File: src/rtl/aes_spi_pkg.sv
// Shared definitions for the AES SPI master: FSM encoding, block width and
// elaboration helpers for frame and channel-select widths.
package aes_spi_pkg;

    localparam int BLOCK_W = 128;

    typedef enum logic [2:0] {
        ST_IDLE = 3'd0,
        ST_TX   = 3'd1,
        ST_WAIT = 3'd2,
        ST_RX   = 3'd3,
        ST_DONE = 3'd4,
        ST_ERR  = 3'd5
    } state_e;

    localparam logic [2:0] S_IDLE = ST_IDLE;
    localparam logic [2:0] S_TX   = ST_TX;
    localparam logic [2:0] S_WAIT = ST_WAIT;
    localparam logic [2:0] S_RX   = ST_RX;
    localparam logic [2:0] S_DONE = ST_DONE;
    localparam logic [2:0] S_ERR  = ST_ERR;

    // Outgoing frame: one block followed by NK key words.
    function automatic int txw(input int nk);
        return BLOCK_W + 32 * nk;
    endfunction

    function automatic int ch_w(input int nch);
        return (nch > 1) ? $clog2(nch) : 1;
    endfunction

endpackage

File: src/rtl/aes_spi_clkgen.sv
// SCLK generator: low for CLK_DIV cycles, then high for CLK_DIV cycles, with
// strobes marking the clk edges on which sclk rises and falls.
module aes_spi_clkgen #(
    parameter int CLK_DIV = 1
) (
    input  logic clk_i,
    input  logic rst_ni,
    input  logic en_i,
    output logic sclk_o,
    output logic rise_stb_o,
    output logic fall_stb_o
);

    localparam int CW = (CLK_DIV > 1) ? $clog2(CLK_DIV) : 1;

    logic [CW-1:0] cnt_q, cnt_d;
    logic          sclk_q, sclk_d;
    logic          wrap;

    assign wrap       = (cnt_q == CW'(CLK_DIV - 1));
    assign rise_stb_o = en_i & wrap & ~sclk_q;
    assign fall_stb_o = en_i & wrap & sclk_q;
    assign sclk_o     = sclk_q;

    // Disabling restarts the next enable at the beginning of a low half-period.
    always_comb begin
        cnt_d  = '0;
        sclk_d = 1'b0;
        if (en_i) begin
            cnt_d  = wrap ? '0 : cnt_q + 1'b1;
            sclk_d = wrap ? ~sclk_q : sclk_q;
        end
    end

    always_ff @(posedge clk_i or negedge rst_ni) begin
        if (!rst_ni) begin
            cnt_q  <= '0;
            sclk_q <= 1'b0;
        end else begin
            cnt_q  <= cnt_d;
            sclk_q <= sclk_d;
        end
    end

endmodule

File: src/rtl/aes_spi_master.sv
// SPI master that ships one AES block plus key to a crypto slave and returns
// its 128-bit result. Define AES_SPI_TIMEOUT_EN to bound the WAIT state.
module aes_spi_master
    import aes_spi_pkg::*;
#(
    parameter int  NK      = 4,
    parameter int  NCH     = 2,
    parameter int  CLK_DIV = 1,
    parameter int  TIMEOUT = 1024,
    localparam int CH_W    = ch_w(NCH),
    localparam int TXW     = txw(NK)
) (
    input  logic               clk,
    input  logic               rst,
    input  logic               start,
    input  logic [CH_W-1:0]    ch_sel,
    input  logic [127:0]       msg_in,
    input  logic [32*NK-1:0]   key_in,
    output logic               ready,
    output logic               done,
    output logic               err,
    output logic [127:0]       data_out,
    output logic               sclk,
    output logic               mosi,
    input  logic [NCH-1:0]     miso,
    output logic [NCH-1:0]     cs
);

    localparam int BW = $clog2(TXW + 1);

    logic [2:0]         state_q, state_d;
    logic [TXW-1:0]     tx_q, tx_d;
    logic [BLOCK_W-1:0] rx_q, rx_d;
    logic [BLOCK_W-1:0] data_q, data_d;
    logic [BW-1:0]      bit_q, bit_d;
    logic [CH_W-1:0]    ch_q, ch_d;
    logic [NCH-1:0]     cs_q, cs_d;
    logic               done_q, done_d;
    logic               err_q, err_d;
    logic               miso_sel, rise_stb, fall_stb, clk_en;

    assign miso_sel = miso[ch_q];
    assign clk_en   = (state_q == S_TX) || (state_q == S_RX);

    aes_spi_clkgen #(.CLK_DIV(CLK_DIV)) u_clkgen (
        .clk_i      (clk),
        .rst_ni     (rst),
        .en_i       (clk_en),
        .sclk_o     (sclk),
        .rise_stb_o (rise_stb),
        .fall_stb_o (fall_stb)
    );

`ifdef AES_SPI_TIMEOUT_EN
    localparam int TOW = $clog2(TIMEOUT + 1);
    logic [TOW-1:0] to_q, to_d;

    assign to_d = (state_q == S_WAIT) ? to_q + 1'b1 : '0;

    always_ff @(posedge clk or negedge rst) begin
        if (!rst) to_q <= '0;
        else      to_q <= to_d;
    end
`else
    logic unused_timeout;
    assign unused_timeout = (TIMEOUT > 0);
`endif

    always_comb begin
        state_d = state_q;
        tx_d    = tx_q;
        rx_d    = rx_q;
        data_d  = data_q;
        bit_d   = bit_q;
        ch_d    = ch_q;
        cs_d    = cs_q;
        done_d  = 1'b0;
        err_d   = 1'b0;
        case (state_q)
            // ERR is a one-cycle notification and accepts a new request like IDLE.
            S_IDLE, S_ERR: begin
                if (start) begin
                    if (int'(ch_sel) < NCH) begin
                        state_d      = S_TX;
                        tx_d         = {msg_in, key_in};
                        bit_d        = BW'(TXW);
                        ch_d         = ch_sel;
                        cs_d         = '0;
                        cs_d[ch_sel] = 1'b1;
                    end else begin
                        state_d = S_ERR;
                        err_d   = 1'b1;
                    end
                end else begin
                    state_d = S_IDLE;
                end
            end
            S_TX: begin
                if (fall_stb) begin
                    tx_d  = {tx_q[TXW-2:0], 1'b0};
                    bit_d = bit_q - 1'b1;
                    if (bit_q == BW'(1)) state_d = S_WAIT;
                end
            end
            S_WAIT: begin
                if (miso_sel) begin
                    state_d = S_RX;
                    bit_d   = BW'(BLOCK_W);
                end
`ifdef AES_SPI_TIMEOUT_EN
                else if (to_q == TOW'(TIMEOUT - 1)) begin
                    state_d = S_ERR;
                    err_d   = 1'b1;
                    cs_d    = '0;
                end
`endif
            end
            S_RX: begin
                if (rise_stb) rx_d = {rx_q[BLOCK_W-2:0], miso_sel};
                if (fall_stb) begin
                    bit_d = bit_q - 1'b1;
                    if (bit_q == BW'(1)) state_d = S_DONE;
                end
            end
            S_DONE: begin
                data_d  = rx_q;
                done_d  = 1'b1;
                cs_d    = '0;
                state_d = S_IDLE;
            end
            default: begin
                state_d = S_IDLE;
                cs_d    = '0;
            end
        endcase
    end

    always_ff @(posedge clk or negedge rst) begin
        if (!rst) begin
            state_q <= S_IDLE;
            tx_q    <= '0;
            rx_q    <= '0;
            data_q  <= '0;
            bit_q   <= '0;
            ch_q    <= '0;
            cs_q    <= '0;
            done_q  <= 1'b0;
            err_q   <= 1'b0;
        end else begin
            state_q <= state_d;
            tx_q    <= tx_d;
            rx_q    <= rx_d;
            data_q  <= data_d;
            bit_q   <= bit_d;
            ch_q    <= ch_d;
            cs_q    <= cs_d;
            done_q  <= done_d;
            err_q   <= err_d;
        end
    end

    assign ready    = (state_q == S_IDLE) || (state_q == S_ERR);
    assign done     = done_q;
    assign err      = err_q;
    assign data_out = data_q;
    assign mosi     = tx_q[TXW-1];
    assign cs       = cs_q;

endmodule

File: config.mk
export PLATFORM = sky130hd
export DESIGN_NAME = aes_spi_master
export DESIGN_NICKNAME = d
export VERILOG_FILES = /design/src/rtl/aes_spi_pkg.sv /design/src/rtl/aes_spi_clkgen.sv /design/src/rtl/aes_spi_master.sv
export SDC_FILE = /design/constraint.sdc
export NUM_CORES = 1
export LEC_CHECK = 0
export CAP_MARGIN = 20
export CORE_MARGIN = 3
export CORE_UTILIZATION = 48
export DETAILED_ROUTE_END_ITERATION = 10
export GPL_TIMING_DRIVEN = 0
export PLACE_DENSITY = 0.81
export SYNTH_ARGS = -nofsm -noshare
export SYNTH_HDL_FRONTEND = slang
export SYNTH_SLANG_ARGS = --single-unit
File: constraint.sdc
create_clock -name clk -period 1.58 [get_ports clk]
set_input_delay 0.237 -clock clk [delete_from_list [all_inputs] [get_ports clk]]
set_output_delay 0.237 -clock clk [all_outputs]
set_load 0.02 [all_outputs]
== Yosys cells after proc, flatten, opt, wreduce, memory -nomap -nowiden ==
Index checks and enable logic that the tools add are counted.

* Reductions and logical operators: 15
* $add $sub $neg: 2
* Bitwise logic cells: 6
* Magnitude comparators: 3
* Multiplexer cells: 25
* Equality and inequality tests: 14

{| class="wikitable"
|+ Operators with widths
! operator !! count
|-
| $mux W256 || 2
|-
| $pmux W256 S2 || 1
|-
| $mux W9 || 3
|-
| $pmux W9 S3 || 1
|-
| $mux W3 || 5
|-
| $pmux W3 S4 || 1
|-
| $ne A2 B2 Y1 const B || 5
|-
| $eq A9 B1 Y1 const B || 1
|-
| $mux W1 || 9
|-
| $sub A9 B1 Y9 const B || 1
|-
| $eq A3 B2 Y1 const B || 2
|-
| $eq A3 B3 Y1 const B || 2
|-
| $ne A2 B1 Y1 const B || 3
|-
| $reduce_and A2 Y1 || 3
|-
| $reduce_and A5 Y1 || 1
|-
| $lt A1 B2 Y1 const B || 2
|-
| $pmux W2 S2 || 1
|-
| $reduce_and A4 Y1 || 1
|-
| $reduce_or A2 Y1 || 2
|-
| $and A1 B1 Y1 || 3
|-
| $eq A3 B1 Y1 const B || 1
|-
| $logic_not A3 Y1 || 1
|-
| $not A1 Y1 || 3
|-
| $reduce_and A3 Y1 || 1
|-
| 9 further kinds || 10
|}

* Bits of input ports: 262
* Register bits after elaboration: 530
* Output and inout port bits: 135

== Longest topological paths before layout ==
Gate-level depths: netlist (run 1).

* Depth in word-level cells: 6
* Mapped depth: 7
* Depth with buffers taken out: 6

== Cells and area by module ==
Synthesis (run 1) repeated with hierarchy kept, for this count alone.

* Cell total of the unflattened synthesis: 1799
* Area total of the unflattened synthesis: 22890.7 um2

{| class="wikitable"
|+ Modules (own cells, without submodules)
! module !! cells each !! times used !! area an instance (um2)
|-
| aes_spi_master || 1796 || 1 || 22849.4
|-
| aes_spi_clkgen || 3 || 1 || 41.3
|}

== Worst setup path after synthesis (run 1) ==
No wires, ideal clock.

* Path type: flip-flop to flip-flop
* Start point: reg state_q[0]
* End point: reg ch_q
* Library setup time: 0.125 ns
* Required time: 1.455 ns
* Path slack: -0.255 ns
* Stages on the path, launching flop included: 6
* Arrival: 1.710 ns
* Path through: dfrtp_1 buf_2 nor2b_1 nor3_1 nand2_1 mux2_2

* Cells in the longest elaborated chain, start to end: 3
* Elaborated cells between the ends (all ways): 4
* Those cells by class: 1 x eq/ne; 3 x reduce/logical

{| class="wikitable"
|+ RTL lines
! what !! RTL line !! source
|-
| from (decl) || aes_spi_master.sv:31 || <nowiki>logic [2:0] state_q, state_d;</nowiki>
|-
| from (signal assigned) || aes_spi_master.sv:150 || <nowiki>state_q <= state_d;</nowiki>
|-
| $eq A3 B3 Y1 / $logic_not A3 Y1 (equally long branches) || aes_spi_master.sv:79 || <nowiki>case (state_q)</nowiki>
|-
| $reduce_or A2 Y1 * || aes_spi_master.sv:79 ||
|-
| $reduce_and A2 Y1 (no line) * || n/a ||
|-
| to (signal assigned) || aes_spi_master.sv:155 || <nowiki>ch_q <= ch_d;</nowiki>
|-
| to (decl) || aes_spi_master.sv:36 || <nowiki>logic [CH_W-1:0] ch_q, ch_d;</nowiki>
|}

Mark *: on every way between the ends. The rest lies on a longest branch, timed or not.
A chain may end at the register's enable or synchronous reset.

== Worst setup path after layout (run 1) ==
* Start point: reg state_q[0]
* End point: out ready

* Cells in the longest elaborated chain, start to end: 2
* Elaborated cells between the ends (all ways): 3
* Those cells by class: 1 x eq/ne; 2 x reduce/logical

{| class="wikitable"
|+ RTL lines
! what !! RTL line !! source
|-
| $eq A3 B3 Y1 / $logic_not A3 Y1 (equally long branches) || aes_spi_master.sv:162 || <nowiki>assign ready = (state_q == S_IDLE) || (state_q == S_ERR);</nowiki>
|-
| $logic_or A1 B1 Y1 * || aes_spi_master.sv:162 ||
|-
| to (decl) || aes_spi_master.sv:19 || <nowiki>output logic ready,</nowiki>
|}

Marks and branches as above.

==> summary.md, run 1 <==
| Metric | Value |
|---|---|
| Outcome | complete, but fails checks |
| Failing checks | setup timing |
| Critical Path RT | 1340 ps |
| R2R depth | 8 |
| Max-slew violation count | 0 |
| Placed cell areas | 0.02761 mm2 |
| CTS tree | done |
| Slowest stage delay, CP | 460 ps |
| CTS Sinks | 529 |
| F_max | 530.1 MHz |
| Clock transition at path regs | 60 ps |
| GP Congestion | 0.8610 |
| Worst Path Class, Setup | reg -> out |
| Post-route cell area | 0.03021 mm2 |
| Number of max-cap violations | 0 |
| Area growth, synth to finish | 34.10% |
| Worst path cell trace | buf_6 -> nor2b_4 -> nor3_4 -> buf_6 |
| Gr usage total | 23.26% |
| Setup_tns | -104830 ps |
| Antenna-violating nets left | 0 |
| Net Sw Frac | between 30% and 40% |
| # rows | 78 |
| Worst hold path type | in -> async |
| Horiz. Die Dim | 222.7 um |
| Yosys reg bits | approximately 530 |
| Period minus WS final | 1887 ps |
| GRT overflow | 0 |
| Vias | approximately 16000 |
| Startpoint type of the worst setup path | flop |
| Worst flop-to-flop path startpoint | u_clkgen.sclk_o$_DFF_PN0_ |
| Share of post-route cells with drive strength above 1 | 24.49% |
| Skew-Pair Late Insertion Delay | 600 ps |
| Gate power share | 32.8% |
| Synth warnings | 0 |
| Internal power | just over 0.03 W |
| Clk pwr share | between 20 and 30% |
| Least-Margin Pin Slew | between 600 and 700 ps |
| Power Total | 0.04587 W |
| Crit-path most repeated cell | buf_6 |
| Synthesized instance count | approximately 1800 |
| Reg2reg setup slack | -260 ps |
| Number of remaining DRC errors | 0 |
| Initial Util | 49.12% |
| Main synth FF type | dfrtp_1 |
| Vias in the first global route | 16850 |
| Synth unique cells | 45 |
| CP Capture Type | output pin |
| Core ar. | 0.04587 mm2 |
| PwrDens | around 1500 mW/mm2 |
| Cts bufs inserted | 55 |
| Slowest cell on crit path | dfrtp_2 |
| Reg power frac | 38.7% |
| Initial antenna violation count | 20 |
| Io pins | 397 |
| Worst r2r dst | tx_q[42]$_DFFE_PN0P_ |
| Iter 0 DRT Violations | 956 |
| CP arrival | approximately 1700 ps |
| Port bufs | 395 |
| Static Leak | 15.31 nW |
| Post-Syn Area per Cell | 12.57 um2 |
| Post-Synthesis Net Count | 2056 |
| Final Setup Violations | ~580 |
| Post-synth ARST share | 100.0% |
| Drt total wl | 59.48 mm |
| Root Buffer | clkbuf_16 |
| Nets | 2535 |
| Avg WL per Cell | 20.31 um |
| Die Ht | 222.7 um |
| Fin crit share | 119.4% |
| RSZ-0062 raised after global routing | yes |
| Hpwl dp | 41.09 mm |
| Headroom to the max-slew limit | 57.05% |
| VDD IR max | about 1.1 mV |
| Global-route wire length before repair | approximately 94 mm |
| Worst-path fanout max | 5 |
| Sw Pwr | 0.01505 W |
| Pre-antenna DRT Iters | 7 |
| Largest net degree at the start of global routing | ~130 |
| Clock Tree Buf Depth | 3 |
| Mapped Area | 0.02253 mm2 |
| H-tree Lvls | 2 |
| Setup WS post-layout | -306.6 ps |
| Die ar. | 0.04957 mm2 |
| Via-per-instance ratio | 5.573 |
| Sequential area share after synthesis | 58.75% |
| Final Skew | 18.96 ps |
| Hold_ws | 177.5 ps |
| Fin. Hold Viols | 0 |
| EDFF count, synth | 0 |
## through the flow
stage          util [%]  worst slack (ps)  std cells
2_1_floorplan         -            -63.40       1792
3_3_place_gp      59.89            -24090       2787
3_5_place_dp      60.20            -660.8       2792
4_1_cts           65.00            -336.1       2903
5_1_grt           65.87            -352.5       2928
6_report          65.87            -306.6       2928
## cell type report
cell class / count / area [um2]
fillers: 3312 / 15660
flip-flops and latches: 529 / 13240
multi-input cells: 1107 / 8683
repair buffers: 424 / 4415
clock buffers: 84 / 1645
plain buffers: 147 / 1211
well taps: 600 / 750.7
clock inverters: 17 / 203.9
diodes: 13 / 32.53
inverters: 7 / 26.28
## worst max-delay path by stage
stage,slack [ps],end,startpoint,cells after the start
5_1_grt,-350,ready,state_q[2]$_DFFE_PN0P_,5
2_1_floorplan,-60,tx_q[30]$_DFFE_PN0P_,u_clkgen.sclk_o$_DFF_PN0_,7
4_1_cts,-340,ready,state_q[0]$_DFFE_PN0P_,4
3_5_place_dp,-660,tx_q[42]$_DFFE_PN0P_,start,7
6_report,-310,ready,state_q[0]$_DFFE_PN0P_,4
3_3_place_gp,-24090,u_clkgen.sclk_o$_DFF_PN0_,rst,1
## placed cells by master, fill, tap and decap left out, drive strengths merged, types with 3 or more instances in the layout
master and count:
dlymetal6s2s 20, bufinv 3, nor2b 4, dlygate4sd2 7
nor2 14, nand2 8, and3b 3, buf 132
o21ai 516, nor3 4, diode 13, inv 9
a31oi 4, clkbuf 129, dfrtp 529, clkinv 11
mux2 257, a21oi 4, clkdlybuf4s50 319, clkdlybuf4s15 47
mux2i 257
## cells in the mapped netlist (3+ instances only)
master | count | share of area [%]
inv_1 | 7 | 0.12
clkbuf_1 | 53 | 0.88
buf_4 | 19 | 0.63
nor3_1 | 4 | 0.089
a21oi_1 | 4 | 0.089
mux2_2 | 257 | 13
dfrtp_1 | 529 | 59
o21ai_0 | 375 | 8.3
buf_2 | 74 | 1.6
nor2_1 | 13 | 0.22
mux2i_1 | 257 | 11
o21ai_1 | 141 | 3.1
nand2_1 | 8 | 0.13
a31oi_1 | 4 | 0.11
and3b_1 | 3 | 0.12
nor2b_1 | 4 | 0.11
## repair_timing
action	in CTS	in global routing
resized for setup	221	107
cloned	1	1
hold endpoints to repair	56	0
hold buffers	1	0
pin swaps	3	3
setup buffers	9	12
setup endpoints to repair	661	696
## power by group through the flow
stage	clock network (W)	registers (W)	logic, W
floorplan	0	0.0174	0.0101
global placement	0	0.0178	0.0131
detailed placement	0	0.0179	0.0139
CTS	0.0133	0.0177	0.0145
global route	0.0139	0.0180	0.0166
finish	0.0131	0.0178	0.0150
## cells by family after synthesis
| kind of cell | synth area share (%) |
|---|---|
| xor gates and xnor gates | 0.03888 |
| buffers and inverters | 3.360 |
| and+or+nand+nor | 1.255 |
| other | 0.01664 |
| muxes | 24.26 |
| AOI/OAI and AO/OA | 12.20 |
| adders and majority gates | 0.1111 |
| DFF | 58.75 |
## worst max-delay path, delay by kind of cell, from the launching register on
| family | cells | cell delay, ps |
|---|---|---|
| simple gates | 2 | 280 |
| flops | 1 | 460 |
| buf+inv | 2 | 320 |
## routing by layer
metal / wire length (um) / vias up / global-route usage [%]
li1: - / 7459 / -
met1: 24640 / 8277 / 30.34
met2: 29630 / 468 / 38.46
met3: 3648 / 100 / 5.430
met4: 1475 / 14 / 7.916
met5: 91 / - / 0
## state kept, by name, summed over array words and instances (netlist names)
signal,count
ch_q,1
state_q,3
bit_q,9
cs,2
data_out,128
tx_q,256
rx_q,128
u_clkgen.sclk_o,1
done,1
Power figures use the tool's default switching activity.
==> run 2: changes to the inputs <==
--- a/config.mk
+++ b/config.mk
@@ -10,7 +10,7 @@
 export CORE_UTILIZATION = 48
 export DETAILED_ROUTE_END_ITERATION = 10
 export GPL_TIMING_DRIVEN = 0
-export PLACE_DENSITY = 0.81
+export PLACE_DENSITY = 0.82
 export SYNTH_ARGS = -nofsm -noshare
 export SYNTH_HDL_FRONTEND = slang
 export SYNTH_SLANG_ARGS = --single-unit
==> run 2 against run 1 <==
Compared with the run above:
- the flow finishes with violations (hold timing, setup timing)
- core utilization is 2.1 points higher
- register-to-register slack got worse by 70 ps
- hold slack got worse by 570 ps
- total power up 2.1%
- routed wire length grew 10%
- non-clock buffer count rose by 34
- combinational power rose by 10%
- first-iteration DRC count is 19% higher
- sequential share of layout area down 1.4 points
- largest cell class unchanged
==> summary.md, run 2 (synthesized netlist as in run 1, its figures left out) <==
| Metric | Value |
|---|---|
| Clock Tree Buf Depth | 3 |
| Die ar. | 0.04957 mm2 |
| Root Buffer | clkbuf_16 |
| Period minus WS final | around 1900 ps |
| Met1 WL | 26.62 mm |
| Antenna-violating nets left | 0 |
| Fin. Hold Viols | 73 |
| Biggest register | tx_q |
| Worst path cell trace | mux2_2 -> a22oi_2 -> buf_6 -> or2_4 -> buf_12 -> buf_4 -> o21ai_0 |
| Largest net degree at the start of global routing | approximately 120 |
| F_max | 524.3 MHz |
| Die Ht | roughly 220 um |
| Pre-antenna DRT Iters | 5 |
| WP buf/inv | 3 |
| Port bufs | 395 |
| Top routing layer in use | met5 |
| Vias | 16890 |
| Number of max-cap violations | 0 |
| Via-per-instance ratio | approximately 5.7 |
| Area growth, synth to finish | 38.34% |
| Slowest stage delay, CP | ~450 ps |
| Met2 WL | around 33 mm |
| Setup WS post-layout | -327.2 ps |
| Commonest cells after routing, fill and taps aside | dfrtp_1, o21ai_0, clkdlybuf4s50_1 |
| Global-route wire length before repair | around 100 mm |
| VDD IR max | 1.031 mV |
| Worst hold path type | in -> async |
| Final Setup Violations | 567 |
| Post-Route Utilization | 67.95% |
| CP Capture Type | flop |
| Worst-path fanout max | 10 |
| Max reg flops | 256 |
| Drt total wl | 65.66 mm |
| Startpoint type of the worst setup path | flop |
| Share of post-route cells with drive strength above 1 | 24.47% |
| Hold_ws | -393.8 ps |
| Fin crit share | 120.7% |
| Worst Path Class, Setup | reg -> reg |
| Least-Margin Pin Slew | between 600 and 700 ps |
| Headroom to the max-slew limit | 56.75% |
| Number of remaining DRC errors | 0 |
| Kind of cell adding the most delay to the critical path | buffers and inverters |
| Clock transition at path regs | 60 ps |
| CTS tree | done |
| Critical Path RT | 2050 ps |
| Skew-Pair Late Insertion Delay | 610 ps |
| Outcome | complete, but fails checks |
| Hpwl dp | 41.61 mm |
| Core ar. | 0.04587 mm2 |
| Failing checks | hold timing, setup timing |
| Avg WL per Cell | ~22 um |
| Cts bufs inserted | 53 |
| H-tree Lvls | 2 |
| Vias in the first global route | ~18000 |
| Horiz. Die Dim | 222.7 um |
| Number of fill cells in the layout | 3116 |
| Io pins | a little under 400 |
| GP Congestion | 0.8406 |
| # rows | 78 |
| GRT overflow | 0 |
| Setup_tns | -129250 ps |
| Static Leak | 15.65 nW |
| Max-slew violation count | 0 |
| Routed length on met3 | about 3.7 mm |
| PwrDens | approximately 1500 mW/mm2 |
| Iter 0 DRT Violations | between 1000 and 1500 |
| Power Total | 0.04684 W |
| Gr usage total | 25.09% |
| Initial Util | 49.12% |
| Commonest non-fill, non-tap cell in the layout | dfrtp_1 |
| CP arrival | 2370 ps |
| RSZ-0062 raised after global routing | yes |
| Slowest cell on crit path | dfrtp_2 |
| Initial antenna violation count | 12 |
| Nets | 2567 |
| CTS Sinks | 529 |
| Final Skew | 17.88 ps |
==> run 2: cell types whose count changed in the layout (fill, tap and decap cells not counted), moves of 8 or more <==
cell,change
mux2_2,-104
mux2_4,+104
clkdlybuf4s15_1,+49
clkdlybuf4s15_2,-27
clkdlybuf4s50_1,-24
buf_4,-22
buf_12,+18
o21ai_0,-14
buf_6,+13
buf_8,+13
o21ai_1,+11
clkbuf_8,-10
clkbuf_2,+8
==> run 2: final timing paths <==
| path | startpoint | end | slack (ps) | cells after the start |
|---|---|---|---|---|
| worst max-delay path | state_q[2]$_DFFE_PN0P_ | tx_q[66]$_DFFE_PN0P_ | -330 | 7 |
| worst max register to register | state_q[2]$_DFFE_PN0P_ | tx_q[66]$_DFFE_PN0P_ | -330 | 7 |
| worst min register to register | data_out[83]$_DFFE_PN0P_ | data_out[83]$_DFFE_PN0P_ | 510 | 1 |
| max in group asynchronous | rst | data_out[56]$_DFFE_PN0P_ | 420 | 3 |
| worst min-delay path | rst | tx_q[133]$_DFFE_PN0P_ | -390 | 1 |
| min in group clk | key_in[104] | tx_q[104]$_DFFE_PN0P_ | 260 | 3 |
==> run 2: what timing repair did <==
action | in CTS | in global routing
setup buffers | 29 | 23
endpoints found under the hold margin | 73 | 73
cloned | 14 | 5
pin swaps | 4 | 5
gates resized for setup | 374 | 174
endpoints found under the setup margin | 661 | 617
==> run 2: metrics by stage <==
step / setup slack (ps) / instance area (um2) / std cells
2_1_floorplan: -63.40 / 22770 / 1792
3_3_place_gp: -24130 / 27470 / 2787
3_5_place_dp: -656.4 / 27590 / 2791
4_1_cts: -312.9 / 30710 / 2927
5_1_grt: -373.0 / 31160 / 2950
6_report: -327.2 / 31170 / 2952
==> run 2: report_power, final <==
group / switching, W / total [W] / internal, W
registers: 0.00147 / 0.0178 / 0.0163
logic: 0.00883 / 0.0165 / 0.00766
clock network: 0.00536 / 0.0126 / 0.00724
total: 0.0157 / 0.0468 / 0.0312
==> run 2: area by class of cell <==
class	count	area, um2	area share (%)
antenna	10	25.02	0.08029
buffer	141	1224	3.926
clock buffer	81	1551	4.978
clock inverter	13	166.4	0.5339
inverter	7	26.28	0.08430
multi-input combinational	1107	9148	29.35
sequential	529	13240	42.48
tap	600	750.7	2.409
timing repair buffer	464	5036	16.16
==> run 2: routing by layer <==
| layer | global-route usage (%) | vias up |
|---|---|---|
| met5 | 0 | - |
| met4 | 9.803 | 6 |
| met2 | 42.22 | 549 |
| li1 | - | 7501 |
| met1 | 32.24 | 8690 |
| met3 | 4.796 | 144 |
==> run 2: worst reg2reg max path: stages (launching register included) <==
cell     delay, ps
dfrtp_2        450
mux2_2         360
a22oi_2        140
buf_6          160
or2_4          200
buf_12         170
buf_4          180
o21ai_0        110
